**config.mk**
```make
export PLATFORM = sky130hd
export DESIGN_NAME = mem_arbiter
export DESIGN_NICKNAME = d
export VERILOG_FILES = /design/src/rtl/mem_arbiter.sv
export SDC_FILE = /design/constraint.sdc
export NUM_CORES = 1
export LEC_CHECK = 0
export BUFFER_PORTS_ARGS = -buffer_cell sky130_fd_sc_hd__buf_2
export CAP_MARGIN = 20
export CORE_ASPECT_RATIO = 1.4
export CORE_MARGIN = 10
export CORE_UTILIZATION = 37
export CTS_CLUSTER_DIAMETER = 50
export DETAILED_ROUTE_END_ITERATION = 10
export GPL_ROUTABILITY_DRIVEN = 0
export PLACE_DENSITY_LB_ADDON = 0.3
export SLEW_MARGIN = 10
export SYNTH_ARGS = -nofsm -noshare
export SYNTH_HDL_FRONTEND = slang
export SYNTH_SLANG_ARGS = --single-unit
```
**constraint.sdc**
```tcl
create_clock -name clk -period 5.5 [get_ports clk]
set_input_delay 0.55 -clock clk [delete_from_list [all_inputs] [get_ports clk]]
set_output_delay 0.55 -clock clk [all_outputs]
set_load 0.02 [all_outputs]
```
**src/rtl/mem_arbiter.sv**
```systemverilog
// Two-requester arbiter (host/JTAG and engine) in front of a single-port RAM.
// Round-robin with an engine burst lock, bounded by a host starvation limit.
module mem_arbiter #(
    parameter int ADDR_W   = 14,
    parameter int MAX_WAIT = 8
) (
    input  logic              clk,
    input  logic              aclr_n,
    input  logic              h_req,
    input  logic              h_we,
    input  logic [15:0]       h_addr,
    input  logic [7:0]        h_wdata,
    output logic              h_gnt,
    output logic              h_rvalid,
    output logic [7:0]        h_rdata,
    input  logic              e_req,
    input  logic              e_we,
    input  logic              e_lock,
    input  logic [15:0]       e_addr,
    input  logic [7:0]        e_wdata,
    output logic              e_gnt,
    output logic              e_rvalid,
    output logic [7:0]        e_rdata,
    output logic              ram_we,
    output logic [ADDR_W-1:0] ram_addr,
    output logic [7:0]        ram_wdata,
    input  logic [7:0]        ram_rdata,
    input  logic              err_clr,
    output logic              err_oor
);

    typedef enum logic {
        GNT_HOST = 1'b0,
        GNT_ENG  = 1'b1
    } gnt_t;

    localparam logic [7:0] LP_MAX = 8'(MAX_WAIT);

    gnt_t        r_last;
    logic [7:0]  r_wait_cnt;
    logic        r_run;
    logic        r_h_rv;
    logic        r_e_rv;
    logic        r_rd_oor;
    logic        r_err_oor;

    logic        w_h_gnt;
    logic        w_e_gnt;
    logic        w_h_oor;
    logic        w_e_oor;
    logic        w_sel_we;
    logic        w_sel_oor;
    logic [15:0] w_sel_addr;
    logic [7:0]  w_sel_wdata;

    assign w_h_oor = (h_addr >> ADDR_W) != 16'd0;
    assign w_e_oor = (e_addr >> ADDR_W) != 16'd0;

    // Grant decision: starvation limit, then engine lock, then alternate.
    always_comb begin
        w_h_gnt = 1'b0;
        w_e_gnt = 1'b0;
        if (r_run) begin
            if (h_req && e_req) begin
                if (r_wait_cnt == LP_MAX) begin
                    w_h_gnt = 1'b1;
                end else if (e_lock && (r_last == GNT_ENG)) begin
                    w_e_gnt = 1'b1;
                end else if (r_last == GNT_ENG) begin
                    w_h_gnt = 1'b1;
                end else begin
                    w_e_gnt = 1'b1;
                end
            end else if (h_req) begin
                w_h_gnt = 1'b1;
            end else if (e_req) begin
                w_e_gnt = 1'b1;
            end
        end
    end

    // Steer the granted requester onto the RAM port; idle port is all-zero.
    always_comb begin
        w_sel_we    = 1'b0;
        w_sel_oor   = 1'b0;
        w_sel_addr  = 16'd0;
        w_sel_wdata = 8'd0;
        if (w_h_gnt) begin
            w_sel_we    = h_we;
            w_sel_oor   = w_h_oor;
            w_sel_addr  = h_addr;
            w_sel_wdata = h_wdata;
        end else if (w_e_gnt) begin
            w_sel_we    = e_we;
            w_sel_oor   = w_e_oor;
            w_sel_addr  = e_addr;
            w_sel_wdata = e_wdata;
        end
    end

    assign h_gnt     = w_h_gnt;
    assign e_gnt     = w_e_gnt;
    assign ram_we    = w_sel_we & ~w_sel_oor;
    assign ram_addr  = w_sel_addr[ADDR_W-1:0];
    assign ram_wdata = w_sel_wdata;

    // Run flag opens the grant path one edge after reset release.
    always_ff @(posedge clk or negedge aclr_n) begin
        if (!aclr_n) begin
            r_run <= 1'b0;
        end else begin
            r_run <= 1'b1;
        end
    end

    // Remember who was served last for alternation and burst lock.
    always_ff @(posedge clk or negedge aclr_n) begin
        if (!aclr_n) begin
            r_last <= GNT_HOST;
        end else if (w_h_gnt) begin
            r_last <= GNT_HOST;
        end else if (w_e_gnt) begin
            r_last <= GNT_ENG;
        end
    end

    // Count cycles the host has been kept waiting, saturating at the limit.
    always_ff @(posedge clk or negedge aclr_n) begin
        if (!aclr_n) begin
            r_wait_cnt <= 8'd0;
        end else if (!h_req || w_h_gnt) begin
            r_wait_cnt <= 8'd0;
        end else if (r_wait_cnt < LP_MAX) begin
            r_wait_cnt <= r_wait_cnt + 8'd1;
        end
    end

    // Track granted reads so read data is returned one cycle later.
    always_ff @(posedge clk or negedge aclr_n) begin
        if (!aclr_n) begin
            r_h_rv   <= 1'b0;
            r_e_rv   <= 1'b0;
            r_rd_oor <= 1'b0;
        end else begin
            r_h_rv   <= w_h_gnt & ~h_we;
            r_e_rv   <= w_e_gnt & ~e_we;
            r_rd_oor <= w_sel_oor;
        end
    end

    // Sticky out-of-range flag; a new violation beats a clear.
    always_ff @(posedge clk or negedge aclr_n) begin
        if (!aclr_n) begin
            r_err_oor <= 1'b0;
        end else if (w_sel_oor) begin
            r_err_oor <= 1'b1;
        end else if (err_clr) begin
            r_err_oor <= 1'b0;
        end
    end

    assign err_oor  = r_err_oor;
    assign h_rvalid = r_h_rv;
    assign e_rvalid = r_e_rv;
    assign h_rdata  = (r_h_rv && !r_rd_oor) ? ram_rdata : 8'h00;
    assign e_rdata  = (r_e_rv && !r_rd_oor) ? ram_rdata : 8'h00;

endmodule

```
# Word level (Yosys, flattened, before mapping)
# Index checks and enable logic that the tools add are counted.
# totals
register_bits	14
inputBits	64
word_cells	57
# classes
addsub	1
order_cmp	1
n_eq_ne	1
n_mux	29
n_bitwise	6
reduce_logical	12
# ops
operator	count
8-bit 2-to-1 mux	6
16-bit nonzero test	2
14-bit 2-to-1 mux	2
1-bit 2-to-1 mux	21
8-bit by 1-bit adder with 8-bit output (second input constant)	1
8-bit by 4-bit == test with 1-bit output (second input constant)	1
8-bit by 4-bit less-than comparator with 1-bit output (second input constant)	1
2-bit nonzero test	3
1-bit logical AND	4
1-bit AND	3
1-bit inverter	3
1-bit logical NOT	2
1-bit logical OR	1

# Depth between registers and ports, before layout
# Gate-level depths: netlist (run 1).
# logic_depth
depth_word	9
depth_mapped	8
mapped_depth_nobuf	7

# Worst setup path before layout (run 1)
# No wires, ideal clock.
# synth_path
path_kind	reg-to-output
start	reg r_wait_cnt[0]
end	out ram_we
arrival_ns	1.824
required_ns	4.950
slack_ns	3.126
stages_incl_launch_ff	7
n_path_buf	0
cell_sequence	dfrtp_1 -> inv_1 -> ha_1 -> and4b_1 -> a221oi_2 -> nand2_1 -> a21boi_0
# synth_between
elab_chain_len	8
word_cells_on_any_way	13
classes_between	1 x eq/ne; 10 x mux; 2 x bitwise
# synth_rtl
element	line	text
start: declaration	40	logic [7:0] r_wait_cnt;
start signal: assignment	134	r_wait_cnt <= r_wait_cnt + 8'd1;
8-bit by 4-bit == test with 1-bit output *	65	if (r_wait_cnt == LP_MAX) begin
1-bit 2-to-1 mux	65	
1-bit 2-to-1 mux	64	if (h_req && e_req) begin
1-bit 2-to-1 mux	63	if (r_run) begin
1-bit 2-to-1 mux	93	end else if (w_e_gnt) begin
1-bit 2-to-1 mux	88	if (w_h_gnt) begin
1-bit inverter	103	assign ram_we = w_sel_we & ~w_sel_oor;
1-bit AND *	103	
end: declaration	24	output logic ram_we,
# Mark *: on every way between the ends. The rest lies on a longest branch, timed or not.

# Worst setup path after layout (run 1)
# Ends and elaborated chain as after synthesis.

==> results of run 1 <==
[power by group]
group / total (W) / internal (W) / switching (W) / leakage [nW]
Sequential: 0.000112 / 0.000108 / 0.00000400 / 0.185
Clock: 0.0000558 / 0.0000254 / 0.0000304 / 0.0138
Combinational: 0.000107 / 0.0000469 / 0.0000605 / 0.745
[placed cells by master, fill, tap and decap left out]
| cell | synthesis | layout |
|---|---|---|
| a21boi_0 | 1 | 1 |
| a21oi_1 | 1 | 1 |
| a221oi_2 | 1 | 1 |
| a22o_1 | 22 | 22 |
| a41oi_1 | 1 | 1 |
| and2_1 | 20 | 20 |
| and4b_1 | 1 | 1 |
| buf_2 | 2 | 107 |
| buf_4 | 0 | 1 |
| clkbuf_4 | 0 | 3 |
| clkinv_4 | 1 | 1 |
| conb_1 | 1 | 1 |
| dfrtp_1 | 14 | 14 |
| ha_1 | 2 | 2 |
| inv_1 | 4 | 4 |
| nand2_1 | 3 | 3 |
| nand2_4 | 1 | 1 |
| nand2b_1 | 1 | 1 |
| nand3b_1 | 1 | 1 |
| nand4_1 | 1 | 1 |
| nand4b_1 | 1 | 1 |
| nor2_1 | 8 | 8 |
| nor2b_1 | 5 | 5 |
| nor3b_1 | 1 | 1 |
| nor4_1 | 1 | 1 |
| o21ai_0 | 3 | 3 |
| o221ai_1 | 1 | 1 |
| o221ai_4 | 1 | 1 |
| or4_4 | 1 | 1 |
| xnor2_1 | 2 | 2 |
[synthesized netlist by cell type]
master,number
a21boi_0,1
a21oi_1,1
a221oi_2,1
a22o_1,22
a41oi_1,1
and2_1,20
and4b_1,1
buf_2,2
buf_6,2
clkinv_4,1
conb_1,1
dfrtp_1,14
ha_1,2
inv_1,4
nand2_1,3
nand2_4,1
nand2b_1,1
nand3b_1,1
nand4_1,1
nand4b_1,1
nor2_1,8
nor2b_1,5
nor3b_1,1
nor4_1,1
o21ai_0,3
o221ai_1,1
o221ai_4,1
or4_4,1
xnor2_1,2
[state kept, by name (all words and copies together), names as in the netlist]
name,count
e_rvalid,1
err_oor,1
h_rvalid,1
r_last,1
r_rd_oor,1
r_run,1
r_wait_cnt,8
[metrics by stage]
step / hold WS (ps) / cell area (um^2) / cells / setup WS (ps)
after floorplan: 254 / 1000 / 104 / 3130
after global placement: 449 / 1560 / 244 / 3070
after detailed placement: 458 / 1560 / 244 / 3010
after CTS: 156 / 1580 / 247 / 2770
after global routing: 159 / 1580 / 247 / 2600
final: 153 / 1580 / 247 / 2760
[layout make-up]
cell class	count	area (um^2)	area share [%]
clock buffer	3	22.5	1.42
inverter	5	23.8	1.50
multi-input combinational	81	598	37.8
sequential	14	350	22.1
tap	36	45.0	2.85
timing repair buffer	108	543	34.3
[worst max-delay path by stage]
stage	from	endpoint	slack [ps]	cells after the start
after global placement	h_req	ram_we	3070	7
after detailed placement	h_req	ram_we	3010	7
after floorplan	r_wait_cnt[0]	ram_we	3130	6
final	r_wait_cnt[0]	ram_we	2760	8
after global routing	r_wait_cnt[0]	ram_we	2600	8
after CTS	r_wait_cnt[0]	ram_we	2770	8
[cells by family after synthesis]
group           share of synthesized area, %
other cells                            0.373
flops                                   34.9
compound gates                          27.8
buf+inv                                 5.60
fa+ha+maj                               2.49
xor+xnor                                1.74
simple gates                            27.2
[worst register-to-register path, cell delays in order, from the launching register on]
cell and delay [ps]:
dfrtp_1 410, inv_1 60, ha_1 200, and4b_1 190
a221oi_2 210, buf_4 310, o21ai_0 210, o21ai_0 120
[routing by layer]
metal / share of wire [%] / track usage [%]
met1: 35 / 12.9
met2: 45 / 21.5
met3: 17 / 10.4
met4: 2.8 / 9.21
met5: 0 / 0
==> results.md, run 1 <==
Status:
- The flow ran to the end, and the final reports show no timing, DRC or antenna violations.

Global routing:
- The maximum number of pins on one net before global-route repair is 28.
- The first global-routing pass estimated approximately 5900 um of wire.
- The initial antenna violation count is 0.
- The all-layer global routing usage is 13.9%.
- The number of global-route vias before repair came to between 1,000 and 1,500.
- The residual overflow from global routing is 0.

Synthesis:
- Counting flops and latches in the post-synthesis netlist gives 14.
- The Yosys step of the flow raised 0 warnings.
- The cell area that synthesis handed to floorplanning was 1000 um^2.
- The proportion of netlist area held by the largest area contributor is a little over a third.
- The largest total area in the synthesized netlist belongs to dfrtp_1.
- The total nets after synthesis is 170.
- Dividing the synthesized area by the synthesized cell count gives a little under 10 um^2.
- By area the synthesized netlist is led by dfrtp_1 35%, a22o_1 19%, and2_1 12%.
- After synthesis, flip-flops and latches occupy around a third of the total area.
- Yosys mapped the design onto 29 distinct sky130hd cell types.
- Synthesis produced around 100 cells.

Placement:
- The number of input and output port buffers inserted is 107.
- The half-perimeter wire length of the detailed placement result is ~3400 um.

Clock network:
- In this run, post-CTS hold repair placed 0 buffers.
- The post-cts gate resize count is 0.
- For the worst-skew pair, the clock arrives at the later sink with an insertion delay of 280 ps.
- The number of clock buffers inserted by TritonCTS is 3.
- Counting every sink on the clock net gives 14.
- The number of H-tree levels is 1.
- Post-CTS timing repair inserted 0 buffers for setup.
- The clock passes through at most 2 buffers.
- The tree is rooted in a clkbuf_4.
- TritonCTS built the clock tree.
- After clock tree synthesis, the clock-pin slew on the worst setup and hold paths is about 80 ps.

STA:
- The final count of hold timing violations is 0.
- The final clock period utilization by the worst path is 49.8%.
- Setup violations remaining at the end of the flow were counted as 0.
- Derived from the worst setup path, the maximum achievable clock frequency is 365 MHz.
- The slew at the pin with the worst max-slew slack is 539 ps.
- In this run the tightest slew margin relative to its limit is 63.7%.
- For the finished layout, the period the worst path requires is around 2700 ps.
- Setup repair after global routing left no endpoint under its margin.
- In the final timing run, aggregate negative setup slack is 0 ps.
- The final number of max-transition violations is 0.
- Between clock sinks in the finished design, the worst skew comes to around 1.4 ps.

Power:
- The power per standard cell area is approximately 170 nW/um^2.
- IR analysis of the VDD net gives a maximum drop of between 0.1 and 0.15 mV.
- In this run the static leakage power is roughly 0.94 nW.
- The power consumption is 0.000275 W.

Layout:
- The fraction of final layout cells sized beyond drive strength 1 is 55.0%.
- For this run, the share of the core covered by cells in the final layout is 60.5%.
- The number of fill cells in the layout is about 230.
- The antenna diode instance count is 0.
- Relative to the synthesized area, the layout overhead comes to 57.5%.
- The layout net count is 279.

Floorplanning:
- The number of top-level pins is between 100 and 150.
- The floorplan step defined a die boundary enclosing around 5200 um^2.
- After floorplanning, the core was divided into 22 placement rows.
- The die is ~82 um tall.
- The die span in x is about 64 um.
- The placeable core region is 2620 um^2.
- For this configuration, the core starts out at a cell density of 38.4%.

Detailed routing:
- Summing over every cut layer, the via total after detailed routing is roughly 1,200.
- The final wirelength is roughly 3800 um.
- The post-detailed-route DRC marker count is 0.
- The first-pass iteration count of the detailed router is 4.
- After detailed routing, the average wire length per cell comes to around 16 um.
- The count of nets left with antenna violations once routing finished came out at 0.
- The number of vias per cell is between 4 and 5.
- The detailed router finished its first iteration with 34 violations.

Worst setup path:
- The required time of the critical path is roughly 5000 ps.
- Traced cell by cell, the critical path runs through inv_1, ha_1, and4b_1, a221oi_2, buf_4, o21ai_0, a21boi_0, buf_2.
- The arrival time of the worst setup path is about 2200 ps.
- For the worst flop-to-flop path, the logic depth is 7.
- The setup slack of the worst register-to-register path is approximately 3700 ps.
- The buffering stage count on the worst path with inverters included is 3.
- The slowest cell on the critical path is dfrtp_1.
- STA classifies the critical path startpoint as a register.
- The worst setup path is of the register to output port kind.
- STA classifies the critical path endpoint as an output port.
- The cell family with the largest share of critical-path delay is compound AO/OA/AOI/OAI gates.
- The destination of the worst register-to-register timing path is r_rd_oor.
- Of all nets on the critical path, the largest fanout is 27.
- The maximum cell stage delay along the critical path is 410 ps.
- In this run the critical register-to-register path is launched from r_wait_cnt[0].

Min path:
- The class of the tightest hold or removal check is input port to async pin.

Run:
- The count of max-cap constraint violations is 0.
Power figures use the tool's default switching activity.
==> run 2, diff against run 1 <==
CORE_UTILIZATION = 34   (was 37)
clock period = 2.73 ns   (was 5.5 ns; I/O delays follow)
==> results.md, run 2 (synthesis gave the netlist of run 1 again) <==
Worst setup path:
- The required time of the critical path is 2460 ps (-2490 ps).
- The destination of the worst register-to-register timing path is r_rd_oor.
- STA classifies the critical path endpoint as an output port.
- The type of origin of the critical path is a register.
- The setup slack of the worst register-to-register path came to 990 ps (-2720 ps).
- The startpoint of the worst-slack reg-to-reg timing path is r_wait_cnt[0].
- The critical path is of the register to output port type.
- The number of cell instances on the worst register-to-register path is 7 (unchanged).
- The largest driver fanout on the critical path is 18 (-33%).
- The arrival time of the worst setup path is 2110 ps (-80 ps).

STA:
- The achievable frequency is between 400 and 500 MHz.
- The count of final setup violators was 0 (unchanged).
- The normalized max-slew margin is 65.9% (+2.2 points).
- The aggregate negative setup slack came to 0 ps (unchanged).
- The final number of max-transition violations is 0 (unchanged).
- The maximum clock skew at final layout is 3.59 ps (+2.21 ps).
- Setup repair after global routing left no endpoint under its margin.
- The final clock period utilization by the worst path is 87.4%.
- The final count of hold timing violations is 0 (unchanged).
- The slew at the pin with the worst max-slew slack is 506 ps (-32.9 ps).
- The worst path in the final design needs a cycle of between 2000 and 2500 ps, including I/O delays and setup.

Layout:
- In the layout the commonest cells are 107 x buf_2, 22 x a22o_1, 20 x and2_1, 14 x dfrtp_1, 8 x nor2_1.
- The fraction of final layout cells sized beyond drive strength 1 came to 55.1% (+0.16 points).
- The layout overhead on the synthesized area is 62.6%.
- The share of the core filled with cells is 57.4% (-3.2 points).
- The commonest non-fill, non-tap cell in the layout is buf_2.
- The antenna diode instance count came to 0 (unchanged).
- The layout net count is 281 (+0.72%).
- The number of flip-flops in the largest register is 8 (unchanged).
- The top register by number of flip-flops is r_wait_cnt.

Global routing:
- The all-layer global routing usage is 13.8% (-0.11 points).
- The wire length of the first global-routing pass is 6150 um (+4.2%).
- The initial antenna violation count is 0 (unchanged).
- The maximum number of pins on one net before global-route repair is 25 (-11%).
- The number of global-route vias before repair is 1,251 (-5.4%).
- The residual overflow from global routing came to 0 (unchanged).

Clock network:
- The clock tree buffer depth came to 2 (unchanged).
- The CTS root buffer is clkbuf_8.
- The CTS tree is yes.
- The post-cts gate resize count was 0 (unchanged).
- The number of clock buffers inserted by TritonCTS was 3 (unchanged).
- The number of H-tree levels came to 1 (unchanged).
- The clock net sink count is 14 (unchanged).
- The hold buffer count at cts is 1 (+1).
- The clock transition at the registers of the reported paths is 60 ps (-20 ps).
- The source-to-sink clock delay at the later pin of the worst-skew pair is 240 ps (-40 ps).
- The post-CTS setup-driven buffer insertion count is 0 (unchanged).

Floorplanning:
- The placeable core region is 2850 um^2 (+8.9%).
- The die span in x came to 65.9 um (+3.0%).
- The number of top-level pins came to 108 (unchanged).
- The effective utilization at floorplan came to 35.3% (-3.2 points).
- The number of rows in the core area is 23 (+4.5%).
- The height of the die is 84.3 um (+3.3%).
- The total die area is 5560 um^2 (+6.3%).

Detailed routing:
- The final wirelength came to 4160 um (+8.0%).
- The post-detailed-route DRC marker count is 0 (unchanged).
- The first-pass iteration count of the detailed router came to 5 (+1).
- The first-iteration detailed-routing DRC count came to 18 (-47%).
- The total number of vias is 1,230 (+0.74%).
- The post-detailed-route count of antenna-violating nets is 0 (unchanged).
- The number of vias per cell is 4.90 (-0.87%).
- The post-detailed-route wirelength per cell is 16.6 um (+6.3%).

Min path:
- The destination of the worst hold path is h_rvalid.
- The hold path startpoint is h_we.
- The class of the tightest hold or removal check is input port to register.
- Along the worst hold path, the cell count comes to 2.

Status:
- The run finished with clean final reports.

Placement:
- The number of input and output port buffers inserted is 107 (unchanged).
- The half-perimeter wire length of the detailed placement result came to 3650 um (+8.0%).

Run:
- The count of max-cap constraint violations was 0 (unchanged).

Power:
- The power per standard cell area is 395 nW/um^2 (+130%).
- The reported leakage power is 0.968 nW (+2.6%).
- The peak supply drop was 0.313 mV (+170%).
run 2: cell count changes in the layout (fill, tap and decap cells not counted), sizes merged:
cell / delta
buf: +1
dlygate4sd3: +1
clkbuf: +1
run 2: stage by stage:
| step | worst slack, ps | cell area [um^2] | instances | hold WS, ps | total power [W] |
|---|---|---|---|---|---|
| final | 344 | 1630 | 251 | 196 | 0.000646 |
| after floorplan | 633 | 1000 | 104 | -22.6 | 0.000353 |
| after global routing | 224 | 1630 | 251 | 210 | 0.000678 |
| after CTS | 332 | 1630 | 251 | 190 | 0.000654 |
| after detailed placement | 629 | 1570 | 246 | 185 | 0.000452 |
| after global placement | 667 | 1570 | 246 | 176 | 0.000449 |
run 2: critical path, stage by stage (launching register included):
cell	delay, ps
dfrtp_1	400
inv_1	70
ha_1	200
and4b_1	190
a221oi_2	260
buf_4	270
o21ai_0	160
a21boi_0	150
buf_2	170
run 2: final cells by class:
cell class / count / area, um^2
repair buffers: 110 / 561
flip-flops and latches: 14 / 350
clock buffers: 4 / 55.1
well taps: 37 / 46.3
inverters: 5 / 23.8
fillers: 285 / 1210
multi-input cells: 81 / 598
run 2: how the worst max path moves through the flow:
stage,start,to,depth (start not counted)
4_1_cts,r_wait_cnt[0],ram_we,8
5_1_grt,r_wait_cnt[0],ram_we,8
3_3_place_gp,r_wait_cnt[0],ram_we,8
6_report,r_wait_cnt[0],ram_we,8
3_5_place_dp,r_wait_cnt[0],ram_we,8
2_1_floorplan,r_wait_cnt[0],ram_we,6
run 2: where the power goes:
part	internal [W]	total, W	switching [W]
combinational	0.0000967	0.000221	0.000124
sequential	0.000219	0.000227	0.00000804
clock	0.000128	0.000199	0.0000710
run 2: routing by layer:
layer	vias to the layer above	global-route usage [%]	part of all wire, %
li1	598	-	-
met1	547	11.7	34
met2	81	24.9	50
met3	4	8.24	15
met4	0	5.93	1.7
met5	-	0	0
